### src/rtl/aq_axi_memcpy32_rd.sv
// AXI4 INCR read master for the 32-bit memcpy engine: splits a byte-count request into 4 KB-safe bursts.
// RD_START to M_ARVALID takes 2 cycles; one burst in flight; FIFO_FULL stalls the R channel via M_RREADY.
module aq_axi_memcpy32_rd #(
  parameter int MAX_BURST = 16
) (
  input  logic        CLK,
  input  logic        RST_N,
  input  logic        RD_START,
  input  logic [31:0] RD_ADRS,
  input  logic [31:0] RD_COUNT,
  output logic        RD_READY,
  output logic        RD_ERR,
  output logic [31:0] M_ARADDR,
  output logic [7:0]  M_ARLEN,
  output logic [2:0]  M_ARSIZE,
  output logic [1:0]  M_ARBURST,
  output logic        M_ARVALID,
  input  logic        M_ARREADY,
  input  logic [31:0] M_RDATA,
  input  logic [1:0]  M_RRESP,
  input  logic        M_RLAST,
  input  logic        M_RVALID,
  output logic        M_RREADY,
  output logic        FIFO_WE,
  output logic [31:0] FIFO_DATA,
  input  logic        FIFO_FULL
);

  typedef enum logic [1:0] {
    S_IDLE = 2'd0,
    S_CALC = 2'd1,
    S_AR   = 2'd2,
    S_R    = 2'd3
  } state_t;

  state_t      r_state;
  state_t      w_state_nxt;

  logic [31:0] r_addr;
  logic [30:0] r_rem;
  logic [8:0]  r_len;
  logic [8:0]  r_beat_cnt;
  logic        r_idle_q;
  logic        r_err;
  logic [31:0] r_araddr;
  logic [7:0]  r_arlen;
  logic        r_arvalid;

  logic        w_accept;
  logic        w_rready;
  logic        w_beat;
  logic        w_last;
  logic [12:0] w_4k_bytes;
  logic [10:0] w_4k_beats;
  logic [8:0]  w_cap;
  logic [8:0]  w_len;

  // RD_READY also waits one cycle of settled idle, so a zero-length command
  // keeps it low for two cycles and a finished copy re-arms one cycle later.
  assign w_accept = (r_state == S_IDLE) && r_idle_q && RD_START;

  assign w_rready = (r_state == S_R) && !FIFO_FULL;
  assign w_beat   = M_RVALID && w_rready;
  assign w_last   = (r_beat_cnt == (r_len - 9'd1));

  // Beats left before the next 4 KB page; 1..1024
  assign w_4k_bytes = 13'h1000 - {1'b0, r_addr[11:0]};
  assign w_4k_beats = w_4k_bytes[12:2];
  assign w_cap      = (w_4k_beats < 11'(MAX_BURST)) ? 9'(w_4k_beats) : 9'(MAX_BURST);
  assign w_len      = (r_rem < 31'(w_cap)) ? 9'(r_rem) : w_cap;

  always_ff @(posedge CLK or negedge RST_N) begin
    if (!RST_N) begin
      r_state <= S_IDLE;
    end else begin
      r_state <= w_state_nxt;
    end
  end

  always_comb begin
    w_state_nxt = r_state;
    case (r_state)
      S_IDLE: if (w_accept) w_state_nxt = S_CALC;
      S_CALC: w_state_nxt = (r_rem == 31'd0) ? S_IDLE : S_AR;
      S_AR:   if (M_ARREADY) w_state_nxt = S_R;
      S_R:    if (w_beat && w_last) w_state_nxt = S_CALC;
      default: w_state_nxt = S_IDLE;
    endcase
  end

  always_ff @(posedge CLK or negedge RST_N) begin
    if (!RST_N) begin
      r_addr     <= 32'd0;
      r_rem      <= 31'd0;
      r_len      <= 9'd0;
      r_beat_cnt <= 9'd0;
      r_idle_q   <= 1'b1;
      r_err      <= 1'b0;
      r_araddr   <= 32'd0;
      r_arlen    <= 8'd0;
      r_arvalid  <= 1'b0;
    end else begin
      r_idle_q <= (r_state == S_IDLE);
      case (r_state)
        S_IDLE: begin
          if (w_accept) begin
            r_addr <= RD_ADRS & ~32'd3;
            r_rem  <= 31'(({1'b0, RD_COUNT} + 33'd3) >> 2);
            r_err  <= 1'b0;
          end
        end
        S_CALC: begin
          if (r_rem != 31'd0) begin
            r_len     <= w_len;
            r_araddr  <= r_addr;
            r_arlen   <= 8'(w_len - 9'd1);
            r_arvalid <= 1'b1;
          end
        end
        S_AR: begin
          if (M_ARREADY) begin
            r_arvalid  <= 1'b0;
            r_addr     <= r_addr + {21'd0, r_len, 2'b00};
            r_rem      <= r_rem - {22'd0, r_len};
            r_beat_cnt <= 9'd0;
          end
        end
        S_R: begin
          if (w_beat) begin
            r_beat_cnt <= r_beat_cnt + 9'd1;
            // The beat counter, not RLAST, ends the burst; a disagreement only flags it
            if ((M_RRESP != 2'b00) || (M_RLAST != w_last)) begin
              r_err <= 1'b1;
            end
          end
        end
        default: ;
      endcase
    end
  end

  assign RD_READY  = (r_state == S_IDLE) && r_idle_q;
  assign RD_ERR    = r_err;
  assign M_ARADDR  = r_araddr;
  assign M_ARLEN   = r_arlen;
  assign M_ARSIZE  = 3'b010;
  assign M_ARBURST = 2'b01;
  assign M_ARVALID = r_arvalid;
  assign M_RREADY  = w_rready;
  assign FIFO_WE   = w_beat;
  assign FIFO_DATA = M_RDATA;

endmodule
### config.mk
export PLATFORM = sky130hd
export DESIGN_NAME = aq_axi_memcpy32_rd
export DESIGN_NICKNAME = d
export VERILOG_FILES = /design/src/rtl/aq_axi_memcpy32_rd.sv
export SDC_FILE = /design/constraint.sdc
export NUM_CORES = 1
export LEC_CHECK = 0
export CORE_ASPECT_RATIO = 1.25
export CORE_MARGIN = 2
export CORE_UTILIZATION = 30
export DETAILED_ROUTE_END_ITERATION = 7
export PLACE_DENSITY_LB_ADDON = 0.08
export SYNTH_ARGS = -nofsm -noshare
export SYNTH_HDL_FRONTEND = slang
export SYNTH_SLANG_ARGS = --single-unit
### constraint.sdc
create_clock -name CLK -period 6.9 [get_ports CLK]
set_clock_uncertainty 0.15 [all_clocks]
set_input_delay 0.69 -clock CLK [delete_from_list [all_inputs] [get_ports CLK]]
set_output_delay 0.69 -clock CLK [all_outputs]
set_load 0.03 [all_outputs]
==> impl_metrics.toml, run 1 <==
[detailed_routing]
met3_length_um = 683
routed_wl_mm = 25.5
wl_met2_mm = 12.5
drc = 0
wl_per_cell_um = 17.7
first_pass_iters = 5
num_vias = 7486
drt_iter0_drc = 483
top_layer = "met4"
via_per_inst = 5.20
wl_met1_mm = 12.0
drtAntennaViolNets = 0

[synth]
synth_seq_area_share_pct = 36.1
synthCells = 1012
synth_area_leaders = "dfrtp_1 36%, nand2_1 7.9%, ha_1 5.2%"
synth_ff_type = "dfrtp_1"
async_flop_share_pct = 100
ys_ff_latch = 122
yosys_warnings = 0
synth_area_um2 = 8460
synth_top_area_share_pct = 35.8
yosysTopAreaCell = "dfrtp_1"
synth.distinct_cells = 77
synth-edff-count = 0
avgSynthCellArea_um2 = 8.36

[outcome]
outcome = "complete, no violations"

[floorplan]
die_w_um = 154
ios = 187
die_y_um = 192
row_count = 68
dieArea_um2 = 29600
initial_core_util_pct = 30.6
fp.coreArea_um2 = 27700

[global_route]
grt_pass1_vias = 7375
grt_pass1_wl_mm = 40.8
antenna_found_initial = 0
grt_max_degree = 65
overflow = 0
grt.total_usage_pct = 17.5

[setup_path]
cp.required_ns = 7.10
rrSetupSlack_ns = 1.56
worstRegToRegCells = 18
path_max_fanout = 19
rr_startpoint = "r_addr[2]"
cp-start-kind = "flop"
cp-end-kind = "flop"
rr_endpoint = "M_ARLEN[4]"
cp.arrival_ns = 5.54
worstSetupPathType = "flop to flop"

[clock_tree]
post_cts_buffers = 0
cts_resized = 0
cts_root_buf = "clkbuf_16"
cts.htree.levels = 4
clkSlewWorstSetupHoldPaths_ns = 0.06
hold_buffers = 0
clockBufferDepth = 2
cts_tree = "built"
cts.sinks = 122
cts_buffers = 17
clk_latency_ns = 0.42

[placed_design]
hpwl_mm = 18.0
pre_cts_slack_ns = 1.59
routabilityCongestion = 0.781
port_buffers = 113

[sta]
rsz0062_at_grt = "false"
finalCritPeriodShare_pct = 77.4
post-route-min-period_ns = 5.34
worst_slew_pin_slew_ns = 1.06
setup_ws_ns = 1.56
slew_headroom_pct = 29.3
setup_tns_ns = 0
max_freq_mhz = 187
slew_viol_final = 0
hold_viol = 0
setup_violations = 0

[power_and_ir_drop]
leakage_nw = 4.43
power.density_nw_per_um2 = 183
vdd.ir_drop.worst_v = 0.000129

[flow_run]
drv_cap = 0

[worst_hold_path]
hold_class = "primary input to asynchronous set/reset pin"

[finish]
fin_nets = 1221
drive_gt1_share_pct = 5.68
final_common_cell = "nand2_1"
antenna_cells = 0
final_cell_mix = "179 x nand2_1, 121 x dfrtp_1, 112 x clkdlybuf4s50_1, 58 x o21ai_0"
area_growth_pct = 21.6
==> worst max-delay path by stage <==
| stage | endpoint | slack, ns | from |
|---|---|---|---|
| floorplan | M_ARLEN[6] | 2.52 | r_addr[2] |
| finish | M_ARLEN[4] | 1.56 | r_addr[2] |
| detailed placement | M_ARLEN[4] | 1.59 | r_addr[2] |
| CTS | M_ARLEN[4] | 1.56 | r_addr[2] |
| global route | M_ARLEN[4] | 1.21 | r_addr[2] |
| global placement | M_ARLEN[4] | 1.69 | r_addr[2] |
==> power by group <==
| part | switching (mW) | internal, mW |
|---|---|---|
| Combinational | 0.0900 | 0.0885 |
| Sequential | 0.0334 | 0.734 |
| Clock | 0.349 | 0.585 |
==> flip-flops by register name (all words and copies together) (netlist names) <==
signal      cells
r_addr         30
r_len           9
r_beat_cnt      9
r_idle_q        1
M_ARADDR       30
M_ARLEN         8
M_ARVALID       1
r_rem          31
r_state         2
RD_ERR          1
==> layer usage <==
layer,vias up,track usage (%)
met1,3592,22.6
met5,-,0
li1,3731,-
met4,0,4.74
met3,23,2.78
met2,140,30.3
==> cells by family after synthesis <==
group | after synthesis | synth area share (%)
adders and majority gates | 37 | 5.65
buffers and inverters | 116 | 7.09
other | 2 | 0.0888
xor gates and xnor gates | 59 | 6.20
muxes | 18 | 2.25
and+or+nand+nor | 407 | 23.1
DFF | 122 | 36.1
AOI/OAI and AO/OA | 251 | 19.5
==> metrics by stage <==
stage | util [%] | hold slack (ns) | total power [mW] | std cells | cell area (µm²)
6_report | 37.2 | 0.191 | 1.88 | 1441 | 10300
5_1_grt | 37.2 | 0.261 | 1.95 | 1441 | 10300
4_1_cts | 37.2 | 0.232 | 1.90 | 1441 | 10300
3_5_place_dp | 35.0 | 0.313 | 0.960 | 1410 | 9680
3_3_place_gp | 35.0 | 0.310 | 0.959 | 1410 | 9680
2_1_floorplan | - | 0.244 | 0.901 | 1021 | 8490
==> synthesized netlist by cell type (26+ instances only) <==
library cell and number:
buf_4 39, a21oi_1 51, nor2_1 52, ha_1 35
o22ai_1 26, xnor2_1 39, dfrtp_1 121, inv_1 30
o21ai_0 58, nor3_1 29, clkbuf_1 36, nand3_1 29
nand2_1 179
==> final cells by class <==
cell class                 count  area, µm²
clock buffer                  20        457
clock inverter                11        145
fill                        2888      17400
inverter                      31        116
multi-input combinational    783       4860
sequential                   122       3050
tap                          350        438
timing repair buffer         124       1210
==> critical path, stage by stage (launching register included) <==
cell	delay (ns)
dfrtp_1	0.47
inv_1	0.14
ha_1	0.19
nand2b_1	0.10
or4_1	0.48
a21oi_1	0.65
nand2_1	0.17
ha_1	0.24
a21o_1	0.17
a21o_1	0.17
a221o_1	0.34
a211o_1	0.56
a31oi_1	0.30
ha_1	0.29
nand3_1	0.10
nor3b_1	0.33
o21bai_1	0.16
mux2i_1	0.10
o21ai_1	0.14
(Power assumes the default switching activity.)
==> inputs of run 2 (changes only) <==
clock period = 4.44 ns   (was 6.9 ns; I/O delays follow)
==> run 2 against run 1 <==
Net effect:
- final cell count increased by 1.7%
- hold slack improved by 0.13 ns
- count of clock-buffer cells in the layout increased by 1
- sequential share of layout area decreased by 0.74 points
- sequential power increased by 54%
- via count increased by 1.6%
- maximum frequency increased by 28%
- register-to-register slack got worse by 1.3 ns
- routed wire length increased by 1.5%
- largest power group unchanged
==> impl_metrics.toml, run 2 (synthesized netlist as in run 1, its figures left out) <==
[outcome]
outcome = "complete, no violations"

[flow_run]
drv_cap = 0

[clock_tree]
cts.htree.levels = 4
clockBufferDepth = 2
cts_tree = "built"
cts_buffers = 17
clkSlewWorstSetupHoldPaths_ns = 0.06
cts.sinks = 122
clk_latency_ns = 0.42
cts_root_buf = "clkbuf_16"

[sta]
rsz0062_at_grt = "false"
max_freq_mhz = 239
setup_tns_ns = 0
post-route-min-period_ns = 4.18
whs_ns = 0.321
setup_violations = 0
slew_viol_final = 0
slew_headroom_pct = 21.9
hold_viol = 0
worst_slew_pin_slew_ns = 1.17
finalCritPeriodShare_pct = 94.2
setup_ws_ns = 0.255

[worst_hold_path]
hold_class = "flop to flop"

[setup_path]
cp-end-kind = "flop"
cp_slowest_stage_delay_ns = 0.51
cpLargestDelayFamily = "compound AO/OA/AOI/OAI gates"
path_max_fanout = 10
cp.arrival_ns = 4.33
crit_buf_inv = 3
slowest_stage = "or4_4"
cp.required_ns = 4.59
crit_chain = "inv_1, ha_1, nand2b_1, or4_4, a21oi_4, nand2_1, ha_1, a21o_1, a21o_1, a221o_1, a211o_1, buf_4, nor2_1, a31oi_1, ha_2, inv_1, nor2_1, xnor2_1, nor2_1, a21oi_1, o21ai_0"
worstSetupPathType = "flop to flop"
cpMostUsedCell = "nor2_1"
cp-start-kind = "flop"

[finish]
fill_cells = 2846
postLayoutCoreUtil_pct = 38.1
top_register = "r_rem"
final_cell_mix = "179 x nand2_1, 121 x dfrtp_1, 112 x clkdlybuf4s50_1, 58 x o21ai_0, 51 x nor2_1"
largest_reg_flops = 31
antenna_cells = 0
final_common_cell = "nand2_1"
fin_nets = 1245
area_growth_pct = 24.7
drive_gt1_share_pct = 7.89

[global_route]
met2_usage_pct = 31.6
overflow = 0
met1_usage_pct = 23.0
grt.total_usage_pct = 18.0
antenna_found_initial = 0
grt_pass1_vias = 7670
grt_pass1_wl_mm = 42.0
gr-usage-met3_pct = 2.84
grt_max_degree = 57
grt-busiest-layer = "met2"

[power_and_ir_drop]
power_mw = 3.02
p_int_mw = 2.29
vdd.ir_drop.worst_v = 0.000215
p_sw_share_pct = 24.0
pwr-share-clk_pct = 51.3
power_frac_seq_pct = 39.3
netSwitchingPower_mw = 0.723
leakage_nw = 4.57
p_comb_share_pct = 9.4
power.density_nw_per_um2 = 286

[floorplan]
initial_core_util_pct = 30.6
die_w_um = 154
row_count = 68
die_y_um = 192
fp.coreArea_um2 = 27700
ios = 187
dieArea_um2 = 29600

[detailed_routing]
num_vias = 7609
via_per_inst = 5.19
drc = 0
routed_wl_mm = 25.9
wl_per_cell_um = 17.7
drt_iter0_drc = 410
first_pass_iters = 4
drtAntennaViolNets = 0

[placed_design]
routabilityCongestion = 0.810
port_buffers = 113
hpwl_mm = 18.9
pre_cts_slack_ns = 0.0863
==> run 2: cell count changes in the layout (fill, tap and decap cells not counted), moves of 2 or more <==
cell        delta
buf_4         +21
bufinv_16      +2
clkbuf_1       +2
clkinv_4       +2
clkinvlp_4     -2
==> run 2: area by class of cell <==
type / count / area, µm² / share of cell area (%)
Multi-Input combinational cell: 783 / 4880 / 46.3
Sequential cell: 122 / 3050 / 29.0
Inverter: 31 / 116 / 1.10
Tap cell: 350 / 438 / 4.15
Timing Repair Buffer: 148 / 1410 / 13.4
Clock inverter: 11 / 194 / 1.84
Clock buffer: 21 / 450 / 4.27
==> run 2: path summary, 6_finish.rpt <==
check                            start           to  slack (ns)  depth (start not counted)
min                        M_ARADDR[6]  M_ARADDR[6]        0.32                          2
min reg2reg                M_ARADDR[6]  M_ARADDR[6]        0.32                          2
max reg2reg                  r_addr[3]   M_ARLEN[6]        0.26                         21
max in group asynchronous        RST_N   r_addr[17]        2.62                          3
min in group asynchronous        RST_N   M_ARLEN[3]        0.47                          2
max                          r_addr[3]   M_ARLEN[6]        0.26                         21
==> run 2: power by group through the flow <==
stage	Clock (mW)	Sequential (mW)	Combinational [mW]
final	1.55	1.18	0.284
after global placement	0	1.21	0.285
after floorplan	0	1.19	0.215
after detailed placement	0	1.20	0.287
after CTS	1.58	1.18	0.289
after global routing	1.63	1.19	0.320
==> run 2: through the flow <==
step	instances	cell area, µm²
after global placement	1431	9850
after detailed placement	1431	9850
after floorplan	1021	8490
final	1466	10500
after global routing	1466	10500
after CTS	1464	10500
==> run 2: what timing repair did <==
item	in CTS	in global routing
hold endpoints to repair	47	0
buffers inserted	0	2
hold buffers	1	0
setup endpoints to repair	0	2
resized for setup	0	6
==> run 2: layer usage <==
layer	share of wire, %	up-vias
li1	-	3772
met1	46	3672
met2	50	143
met3	3.1	22
met4	1.4	0
met5	0	-
==> run 2: tightest hold or removal path, stage by stage (launching register included) <==
cell and delay [ns]:
dfrtp_1 0.34, nand2_1 0.05, nand2_1 0.05
==> inputs of run 3 (changes only) <==
SKIP_LAST_GASP = 1   (was default)
==> run 3 against run 2 <==
Net effect:
- critical path depth stayed put
- maximum frequency is 0.12% higher
- sequential power hardly changed
- largest power group unchanged
==> impl_metrics.toml, run 3 (synthesized netlist as in run 1, its figures left out) <==
[floorplan]
dieArea_um2 = 29600
row_count = 68
ios = 187
die_w_um = 154
fp.coreArea_um2 = 27700
die_y_um = 192
initial_core_util_pct = 30.6

[placed_design]
routabilityCongestion = 0.810
hpwl_mm = 18.9
pre_cts_slack_ns = 0.0863
port_buffers = 113

[global_route]
overflow = 0
grt.total_usage_pct = 18.0
antenna_found_initial = 0
grt_max_degree = 57
grt_pass1_wl_mm = 42.0
grt_pass1_vias = 7670

[setup_path]
cp.required_ns = 4.58
rr_startpoint = "r_addr[3]"
rrSetupSlack_ns = 0.26
cp.arrival_ns = 4.32
cp-start-kind = "flop"
worstSetupPathType = "flop to flop"
startpoint = "r_addr[3]"
cp-end-kind = "flop"
worstRegToRegCells = 21
endpoint = "M_ARLEN[6]"
rr_endpoint = "M_ARLEN[6]"
path_max_fanout = 10

[detailed_routing]
wl_per_cell_um = 17.7
drtAntennaViolNets = 0
top_layer = "met4"
drt_iter0_drc = 446
via_per_inst = 5.22
num_vias = 7650
met3_length_um = 796
wl_met2_mm = 12.9
first_pass_iters = 5
routed_wl_mm = 26.0
wl_met1_mm = 11.9
drc = 0

[flow_run]
drv_cap = 0

[sta]
setup_ws_ns = 0.260
slew_viol_final = 0
setup_violations = 0
rsz0062_at_grt = "true"
worst_slew_pin_slew_ns = 1.16
hold_viol = 0
post-route-min-period_ns = 4.18
slew_headroom_pct = 22.3
max_freq_mhz = 239
whs_ns = 0.321
finalCritPeriodShare_pct = 94.1

[power_and_ir_drop]
power.density_nw_per_um2 = 286
power_mw = 3.02
pwr-share-clk_pct = 51.3
p_comb_share_pct = 9.4
netSwitchingPower_mw = 0.723
power_frac_seq_pct = 39.3
leakage_nw = 4.57
vdd.ir_drop.worst_v = 0.000215
p_sw_share_pct = 24.0
p_int_mw = 2.29

[clock_tree]
clkSlewWorstSetupHoldPaths_ns = 0.06
cts.htree.levels = 4
clockBufferDepth = 2
cts.sinks = 122
cts_root_buf = "clkbuf_16"
cts_tree = "built"
clk_latency_ns = 0.42
cts_buffers = 17

[finish]
area_growth_pct = 24.7
final_common_cell = "nand2_1"
drive_gt1_share_pct = 7.89
final_cell_mix = "179 x nand2_1, 121 x dfrtp_1, 112 x clkdlybuf4s50_1, 58 x o21ai_0, 51 x nor2_1"
antenna_cells = 0
largest_reg_flops = 31
top_register = "r_rem"
fin_nets = 1245

[worst_hold_path]
hold_class = "flop to flop"

[outcome]
outcome = "complete, no violations"
## run 3: metal layers
layer | vias up | track usage [%]
met3 | 23 | 2.84
li1 | 3769 | -
met1 | 3705 | 23.0
met5 | - | 0
met2 | 153 | 31.6
met4 | 0 | 5.18
## run 3: worst min-delay path by stage
stage,start,end,cells after the start
2_1_floorplan,RST_N,M_ARADDR[10],0
3_3_place_gp,M_ARADDR[6],M_ARADDR[6],2
3_5_place_dp,M_ARADDR[30],M_ARADDR[30],2
4_1_cts,M_ARADDR[6],M_ARADDR[6],2
5_1_grt,M_ARADDR[6],M_ARADDR[6],2
6_report,M_ARADDR[6],M_ARADDR[6],2
## run 3: per-stage QoR
stage,cell area [µm²],instances,util (%),TNS (ns)
after floorplan,8490,1021,-,0
after global placement,9850,1431,35.6,0
after detailed placement,9850,1431,35.6,0
after CTS,10500,1464,38.0,0
after global routing,10500,1466,38.1,-0.0100
final,10500,1466,38.1,0
## run 3: area by class of cell
type | count | area (µm²)
clock buffer | 21 | 450
clock inverter | 11 | 194
fill | 2843 | 17100
multi-input combinational | 783 | 4880
timing repair buffer | 148 | 1410
sequential | 122 | 3050
tap | 350 | 438
inverter | 31 | 116
## run 3: power groups by stage
stage / sequential [mW] / combinational, mW / clock [mW]
4_1_cts: 1.18 / 0.289 / 1.58
2_1_floorplan: 1.19 / 0.215 / 0
3_3_place_gp: 1.21 / 0.285 / 0
5_1_grt: 1.19 / 0.320 / 1.63
6_report: 1.18 / 0.285 / 1.55
3_5_place_dp: 1.20 / 0.287 / 0
## run 3: what timing repair did
| item | in CTS | in global routing |
|---|---|---|
| gates resized for setup | 0 | 5 |
| setup buffers | 0 | 2 |
| endpoints found under the setup margin | 0 | 2 |
| hold buffers | 1 | 0 |
| hold endpoints to repair | 47 | 0 |
## run 3: critical path: stages, from the launching register on
cell	delay, ns
dfrtp_1	0.37
inv_1	0.08
ha_1	0.18
nand2b_1	0.11
or4_4	0.51
a21oi_4	0.20
buf_4	0.18
nand2_1	0.08
ha_1	0.29
a21o_1	0.16
a221o_1	0.28
a211o_1	0.32
buf_4	0.19
nor2_1	0.10
a31oi_1	0.06
ha_2	0.21
inv_1	0.11
nor2_1	0.07
xnor2_1	0.14
nor2_1	0.06
a21oi_1	0.11
o21ai_0	0.08
